==> src/rtl/dcpu16_pkg.sv <==
// Shared types and width constants for the DCPU-16 bus fabric.
package dcpu16_pkg;

    localparam int unsigned DW = 16;
    localparam int unsigned AW = 16;

    // Arbiter bus-ownership states
    typedef enum logic [1:0] {
        IDLE,
        BUSF,
        BUSG
    } arb_state_t;

endpackage

==> src/rtl/dcpu16_wdog.sv <==
// Clearable up-counter that flags when a bus transaction has run TOUT cycles.
module dcpu16_wdog #(
    parameter int unsigned TOUT = 16
) (
    input  logic clk,
    input  logic rst,
    input  logic clr,
    input  logic run,
    output logic expire
);

    localparam int unsigned CW = $clog2(TOUT);
    localparam logic [CW-1:0] LAST = CW'(TOUT - 1);

    logic [CW-1:0] cnt_q;

    // Count while a transaction owns the bus; a new grant restarts from zero.
    // The arbiter leaves the bus on expiry, so the count never wraps.
    always_ff @(posedge clk) begin
        if (rst) begin
            cnt_q <= '0;
        end else if (clr) begin
            cnt_q <= '0;
        end else if (run) begin
            cnt_q <= cnt_q + CW'(1);
        end
    end

    assign expire = (cnt_q == LAST);

endmodule

==> src/rtl/dcpu16_busarb.sv <==
// Round-robin arbiter sharing one memory bus between the fetch and data ports.
module dcpu16_busarb
    import dcpu16_pkg::*;
#(
    parameter int unsigned TOUT = 16
) (
    input  logic          clk,
    input  logic          rst,
    input  logic          f_stb,
    input  logic          f_wre,
    input  logic [AW-1:0] f_adr,
    input  logic [DW-1:0] f_dto,
    output logic [DW-1:0] f_dti,
    output logic          f_ack,
    output logic          f_err,
    input  logic          g_stb,
    input  logic          g_wre,
    input  logic [AW-1:0] g_adr,
    input  logic [DW-1:0] g_dto,
    output logic [DW-1:0] g_dti,
    output logic          g_ack,
    output logic          g_err,
    output logic          m_stb,
    output logic          m_wre,
    output logic [AW-1:0] m_adr,
    output logic [DW-1:0] m_dto,
    input  logic [DW-1:0] m_dti,
    input  logic          m_ack
);

    arb_state_t state_q, state_d;
    logic lst_q, lst_d;
    logic grant_f, grant_g, done, expire;

    logic          m_stb_d, m_wre_d;
    logic [AW-1:0] m_adr_d;
    logic [DW-1:0] m_dto_d, f_dti_d, g_dti_d;
    logic          f_ack_d, f_err_d, g_ack_d, g_err_d;

    // Grant decode: fetch wins unless data also requests and fetch was served last.
    assign grant_f = (state_q == IDLE) && f_stb && (!g_stb || lst_q);
    assign grant_g = (state_q == IDLE) && g_stb && !grant_f;
    // A real ack takes priority over a simultaneous watchdog expiry.
    assign done    = (state_q != IDLE) && (m_ack || expire);

    dcpu16_wdog #(
        .TOUT(TOUT)
    ) u_wdog (
        .clk   (clk),
        .rst   (rst),
        .clr   (grant_f | grant_g),
        .run   (state_q != IDLE),
        .expire(expire)
    );

    // State register plus all registered outputs.
    always_ff @(posedge clk) begin
        if (rst) begin
            state_q <= IDLE;
            lst_q   <= 1'b1;
            m_stb   <= 1'b0;
            m_wre   <= 1'b0;
            m_adr   <= '0;
            m_dto   <= '0;
            f_dti   <= '0;
            f_ack   <= 1'b0;
            f_err   <= 1'b0;
            g_dti   <= '0;
            g_ack   <= 1'b0;
            g_err   <= 1'b0;
        end else begin
            state_q <= state_d;
            lst_q   <= lst_d;
            m_stb   <= m_stb_d;
            m_wre   <= m_wre_d;
            m_adr   <= m_adr_d;
            m_dto   <= m_dto_d;
            f_dti   <= f_dti_d;
            f_ack   <= f_ack_d;
            f_err   <= f_err_d;
            g_dti   <= g_dti_d;
            g_ack   <= g_ack_d;
            g_err   <= g_err_d;
        end
    end

    // Next-state: hold the bus until ack or timeout, then return to IDLE.
    always_comb begin
        state_d = state_q;
        unique case (state_q)
            IDLE: begin
                if (grant_f) begin
                    state_d = BUSF;
                end else if (grant_g) begin
                    state_d = BUSG;
                end
            end
            BUSF, BUSG: begin
                if (done) begin
                    state_d = IDLE;
                end
            end
            default: state_d = IDLE;
        endcase
    end

    // Output next values: latch the winner on grant, return data and ack on completion.
    always_comb begin
        lst_d   = lst_q;
        m_stb_d = m_stb;
        m_wre_d = m_wre;
        m_adr_d = m_adr;
        m_dto_d = m_dto;
        f_dti_d = f_dti;
        g_dti_d = g_dti;
        f_ack_d = 1'b0;
        f_err_d = 1'b0;
        g_ack_d = 1'b0;
        g_err_d = 1'b0;
        if (grant_f) begin
            m_stb_d = 1'b1;
            m_wre_d = f_wre;
            m_adr_d = f_adr;
            m_dto_d = f_dto;
            lst_d   = 1'b0;
        end else if (grant_g) begin
            m_stb_d = 1'b1;
            m_wre_d = g_wre;
            m_adr_d = g_adr;
            m_dto_d = g_dto;
            lst_d   = 1'b1;
        end
        if (done && (state_q == BUSF)) begin
            m_stb_d = 1'b0;
            f_ack_d = 1'b1;
            f_err_d = !m_ack;
            f_dti_d = m_ack ? m_dti : '0;
        end
        if (done && (state_q == BUSG)) begin
            m_stb_d = 1'b0;
            g_ack_d = 1'b1;
            g_err_d = !m_ack;
            g_dti_d = m_ack ? m_dti : '0;
        end
    end

endmodule

==> config.mk <==
export PLATFORM = sky130hd
export DESIGN_NAME = dcpu16_busarb
export DESIGN_NICKNAME = d
export VERILOG_FILES = /design/src/rtl/dcpu16_pkg.sv /design/src/rtl/dcpu16_wdog.sv /design/src/rtl/dcpu16_busarb.sv
export SDC_FILE = /design/constraint.sdc
export NUM_CORES = 1
export LEC_CHECK = 0
export ABC_AREA = 0
export ABC_CLOCK_PERIOD_IN_PS = 2300
export CORE_MARGIN = 2
export CORE_UTILIZATION = 41
export DETAILED_ROUTE_END_ITERATION = 7
export GPL_ROUTABILITY_DRIVEN = 0
export PLACE_DENSITY = 0.9
export SLEW_MARGIN = 5
export SYNTH_ARGS = -nofsm -noshare
export SYNTH_HDL_FRONTEND = slang
export SYNTH_HIERARCHICAL = 1
export SYNTH_SLANG_ARGS = --single-unit
==> constraint.sdc <==
create_clock -name clk -period 2.3 [get_ports clk]
set_input_delay 0.575 -clock clk [delete_from_list [all_inputs] [get_ports clk]]
set_output_delay 0.575 -clock clk [all_outputs]
set_load 0.02 [all_outputs]
Word level (Yosys, flattened, before mapping)
Index checks and enable logic that the tools add are counted.
Widths: inputs -> output; s select.
- memories: 0
- bits of input ports: 87
- bits in registers: 77
- output and inout bits: 70
- latch bits: 0
- RAM bits: 0
- memory bits (read-only): 0
- mux-type cells: 16
- multiply operators: 0
- order comparisons: 0
- $add $sub $neg: 1
- divide/modulo/power cells: 0
- shifts and indexed selects: 0
- reductions and logical operators: 21
- bitwise gates (word level): 3
- eq/ne operators: 5
- operator list (cell ; number):
    $mux 16 ; 5
    $reduce_or 2->1 ; 4
    $logic_and 1x1->1 ; 7
    $mux 1 ; 7
    $mux 2 ; 3
    $add 4x1->4 const B ; 1
    $eq 4x4->1 const B ; 1
    $pmux 2 s2 ; 1
    $reduce_bool 2->1 ; 2
    $logic_not 1->1 ; 3
    $ne 3x3->1 const B ; 1
    $reduce_or 3->1 ; 1
    $eq 2x1->1 const B ; 1
    $eq 2x2->1 const B ; 1
    $logic_not 2->1 ; 1
    $logic_or 1x1->1 ; 2
    $ne 2x2->1 const B ; 1
    $not 1->1 ; 2
    $reduce_and 2->1 ; 1
    $or 1x1->1 ; 1

Longest topological paths before layout
- word-level depth: 8
- gate-level depth with buffers: 8
- mapped depth without buffers: 5

Hierarchy
The synthesis kept the hierarchy.
- by module, submodules not included (module ; area each (sq um) ; instances ; cells each):
    dcpu16_busarb ; 3099.2 ; 1 ; 344
    dcpu16_wdog ; 183.9 ; 1 ; 18

Least setup slack after synthesis
No wires, ideal clock.
- path kind: reg2reg
- start: reg state_q[0]
- end: reg u_wdog.cnt_q[3]
- data arrival time: 1674 ps
- stages on the path, launching flop included: 8
- setup slack: 502 ps
- cells stage by stage: dfxtp_1 > inv_1 > ha_1 > buf_6 > inv_1 > clkbuf_1 > nand4_1 > mux2_1
- cells in the longest elaborated chain, start to end: 7
- elaborated cells on any way between the ends: 9
- those cells by class: bitwise: 1; reduce/logical: 8
- ends and longest elaborated chain (element ; RTL line ; source):
    start, declared ; dcpu16_busarb.sv:31 ; arb_state_t state_q, state_d;
    start signal, assigned ; dcpu16_busarb.sv:72 ; state_q <= state_d;
    $logic_not 2->1 ; dcpu16_busarb.sv:41, dcpu16_busarb.sv:42 ;
    $logic_and 1x1->1 (2 in a row) ; dcpu16_busarb.sv:41 ; assign grant_f = (state_q == IDLE) && f_stb && (!g_stb || lst_q);
    $logic_not 1->1 ; dcpu16_busarb.sv:42 ; assign grant_g = (state_q == IDLE) && g_stb && !grant_f;
    $logic_and 1x1->1 ; dcpu16_busarb.sv:42 ;
    $or 1x1->1 ; dcpu16_busarb.sv:51 ; .clr (grant_f | grant_g),
    $reduce_or 2->1 (no source line) ; n/a ;
    end signal, assigned ; dcpu16_wdog.sv:25 ; cnt_q <= cnt_q + CW'(1);
    end, declared ; dcpu16_wdog.sv:15 ; logic [CW-1:0] cnt_q;
Several ways; a longest one is shown, not always the timed one.
A chain may end at the register's enable or synchronous reset.

Final worst setup path
- start: reg state_q[0]
- end: reg g_dti[6]
- cells in the longest elaborated chain, start to end: 3
- elaborated cells on any way between the ends: 4
- those cells by class: eq/ne: 1; reduce/logical: 3
- ends and longest elaborated chain (element ; RTL line ; source):
    $reduce_bool 2->1 ; dcpu16_busarb.sv:44 ; assign done = (state_q != IDLE) && (m_ack || expire);
    $logic_and 1x1->1 ; dcpu16_busarb.sv:44 ;
    $logic_and 1x1->1 * ; dcpu16_busarb.sv:139 ; if (done && (state_q == BUSG)) begin
    end signal, assigned ; dcpu16_busarb.sv:81 ; g_dti <= g_dti_d;
    end, declared ; dcpu16_busarb.sv:20 ; output logic [DW-1:0] g_dti,
Every way passes the cells marked *; elsewhere a longest branch is shown, timed or not.

==> metrics.txt <==
Hold Startpoint=f_dti[10]; Max Clock Skew=approximately 0.011 ns; Crit. End Element=register; Ys Warns=6; Skew-Pair Late Insertion Delay=0.34 ns; Total GRT Usage=roughly a quarter; Final Hold Fails=0; post-synth top area share=a little under half; max layer used=met4; Clock Tree Root=clkbuf_8; M1 WL=about 4.4 mm; area leader, netlist=dfxtp_1; worst r2r path cells=5; Main synth FF type=dfxtp_1; Static Leak=1.73 nW; final setup violating endpoints=0; CTS buffer count=9; total detailed-routing wirelength=around 11 mm; site row count=32; Via-to-Cell Ratio=6.03; Final WS setup=roughly 0.31 ns; worst r2r dst=g_dti[6]; Max-Slew Margin vs Limit=between 50% and 60%; commonest non-fill, non-tap cell in the layout=clkdlybuf4s50_1; deepest clock path buffer count=2; Worst Hold Class=reg2reg; post-route ant nets=0; Post-synth EDFFs=0; final instance area=about 5000 um2; area of the core=a little under 8000 um2; unrepaired setup endpoints after global routing=no; die area=between 8000 and 9000 um2; syn nets=~450; Die Width=approximately 93 um; post-synthesis compound-gate area fraction=a little over a quarter; Post-Synth XOR/XNOR Area=0.267%; fillcell total=just under 600; worst setup path end=g_dti[6]; number of antenna violations at the first check in global routing=0; WHS=between 0.4 and 0.5 ns; metal3 WL=793 um; post-route setup TNS=0 ns; Post-CTS Resized=0; Worst Tran Pin Value=approximately 0.66 ns; DPL Wire Length=roughly 7.9 mm; Cell Area, Placed=4900 um2; crit-path max FO=19; Worst-path clk slew=~0.080 ns; worst path arrival time=about 2.2 ns; die height=around 93 um; total number of vias=around 3700; R2R setup slack=roughly 0.31 ns; critical path required time=approximately 2.5 ns; Achievable Freq=~0.50 GHz; sequential share of the synthesized area=47.0%; first-pass GRT wire length=between 15 and 20 mm; Pre-antenna DRT Iters=5; simple logic cell fraction of the synthesized area=between 10% and 20%; Netlist Area Pre-Place=about 3300 um2; combinational family with the most area after synthesis=compound AO/OA/AOI/OAI gates; CTS Sinks=77; max-slew violations=0; launching element type of the critical path=register; GR Overflow Total=0; postcts setup bufs=0; period utilization=86.6%; post-synth cell types=34; number of primary I/O pins=between 150 and 200; most frequent cells in the layout=clkdlybuf4s50_1, dfxtp_1, nor3_1; area delta synth->final=55.0%; drt drc=0; Hold Buf Count CTS=0; # diodes=0; WL met2=5.62 mm; Initial DRC Count=between 200 and 300; Placed Cells=roughly 590; minimum clock period=between 1.5 and 2 ns; fin nets=591; status=finished clean; pwr/cell area=about 860 nW/um2; PortBufs=between 150 and 200; Max Cap Viol=0; pre-CTS setup slack=0.0761 ns; largest net degree at the start of global routing=35; main area contributors after synthesis=dfxtp_1, nor3_1, a2111oi_0; WS Path Type=reg2reg; WL/cell=roughly 18 um; flops & latches, synth=just under 80; post-synthesis cell count=roughly 360; Final Non-Filler Cells=607; asr flop ratio synth=0%; CTS tree=yes; Worst R2R Start=state_q[0]; share of layout cells above drive strength 1=under 10%; H-tree depth=3; Util after Layout=65.9%; multiplexer share of the synthesized area=less than 1%; overall power=approximately 4.4 mW; Starting Density=between 40% and 50%; Worst VDD drop=about 0.43 mV; CP Launch Point=state_q[0]; Synth Area in Adders=around 1.5%; average size of a mapped cell=9.07 um2; vias in the first global route=~3600
==> Yosys cell counts, types with 2 or more instances <==
cell type	n
a2111oi_0	33
a21oi_1	17
a32o_1	19
buf_2	11
buf_6	3
clkbuf_1	29
dfxtp_1	77
ha_1	4
inv_1	7
nand2_1	3
nand4_1	17
nor2_1	2
nor2b_1	3
nor3_1	69
o21ai_0	49
==> metal layers <==
metal,GRT usage [%],vias to the layer above
met5,0,-
met4,13.2,0
met3,4.35,40
met2,43.2,197
met1,29.3,1742
li1,-,1681
==> state kept, by name, summed over array words and instances, names as in the netlist, 2 cells and up <==
name	cells
f_dti	16
g_dti	16
m_adr	16
m_dto	16
u_wdog/cnt_q	4
state_q	2
==> where the power goes <==
part	switching, mW	total, mW	internal [mW]	leakage (nW)
logic	0.983	1.71	0.729	1.01
clock network	0.504	1.01	0.507	0.0939
registers	0.124	1.67	1.54	0.631
total	1.61	4.39	2.78	1.73
==> worst min path at each step <==
stage                     slack (ns)         end  cells after the start
after CTS                       0.48   f_dti[10]                      1
after floorplan                 0.47  state_q[1]                      1
after global routing            0.50    f_dti[5]                      1
final                           0.47   f_dti[10]                      1
after detailed placement        0.45   f_dti[12]                      1
after global placement          0.45    f_dti[5]                      1
==> logic make-up after synthesis <==
group,after synthesis
fa+ha+maj,4
compound gates,124
xor+xnor,1
simple gates,102
flops,77
buf+inv,52
mux,2
==> final cells by class <==
| class | count | area, um2 | share of cell area, % |
|---|---|---|---|
| clock buffers | 11 | 131 | 2.58 |
| clock inverters | 5 | 60.1 | 1.18 |
| inverters | 7 | 26.3 | 0.516 |
| multi-input cells | 233 | 1510 | 29.6 |
| flip-flops and latches | 77 | 1540 | 30.3 |
| well taps | 102 | 128 | 2.51 |
| repair buffers | 172 | 1690 | 33.3 |
==> worst max-delay path, stage by stage, from the launching register on <==
cell      delay, ns
dfxtp_1        0.33
inv_1          0.08
ha_1           0.53
nand2b_1       0.48
o21ai_0        0.36
a21oi_1        0.10
Note: power is estimated with default switching activity, not from simulation.
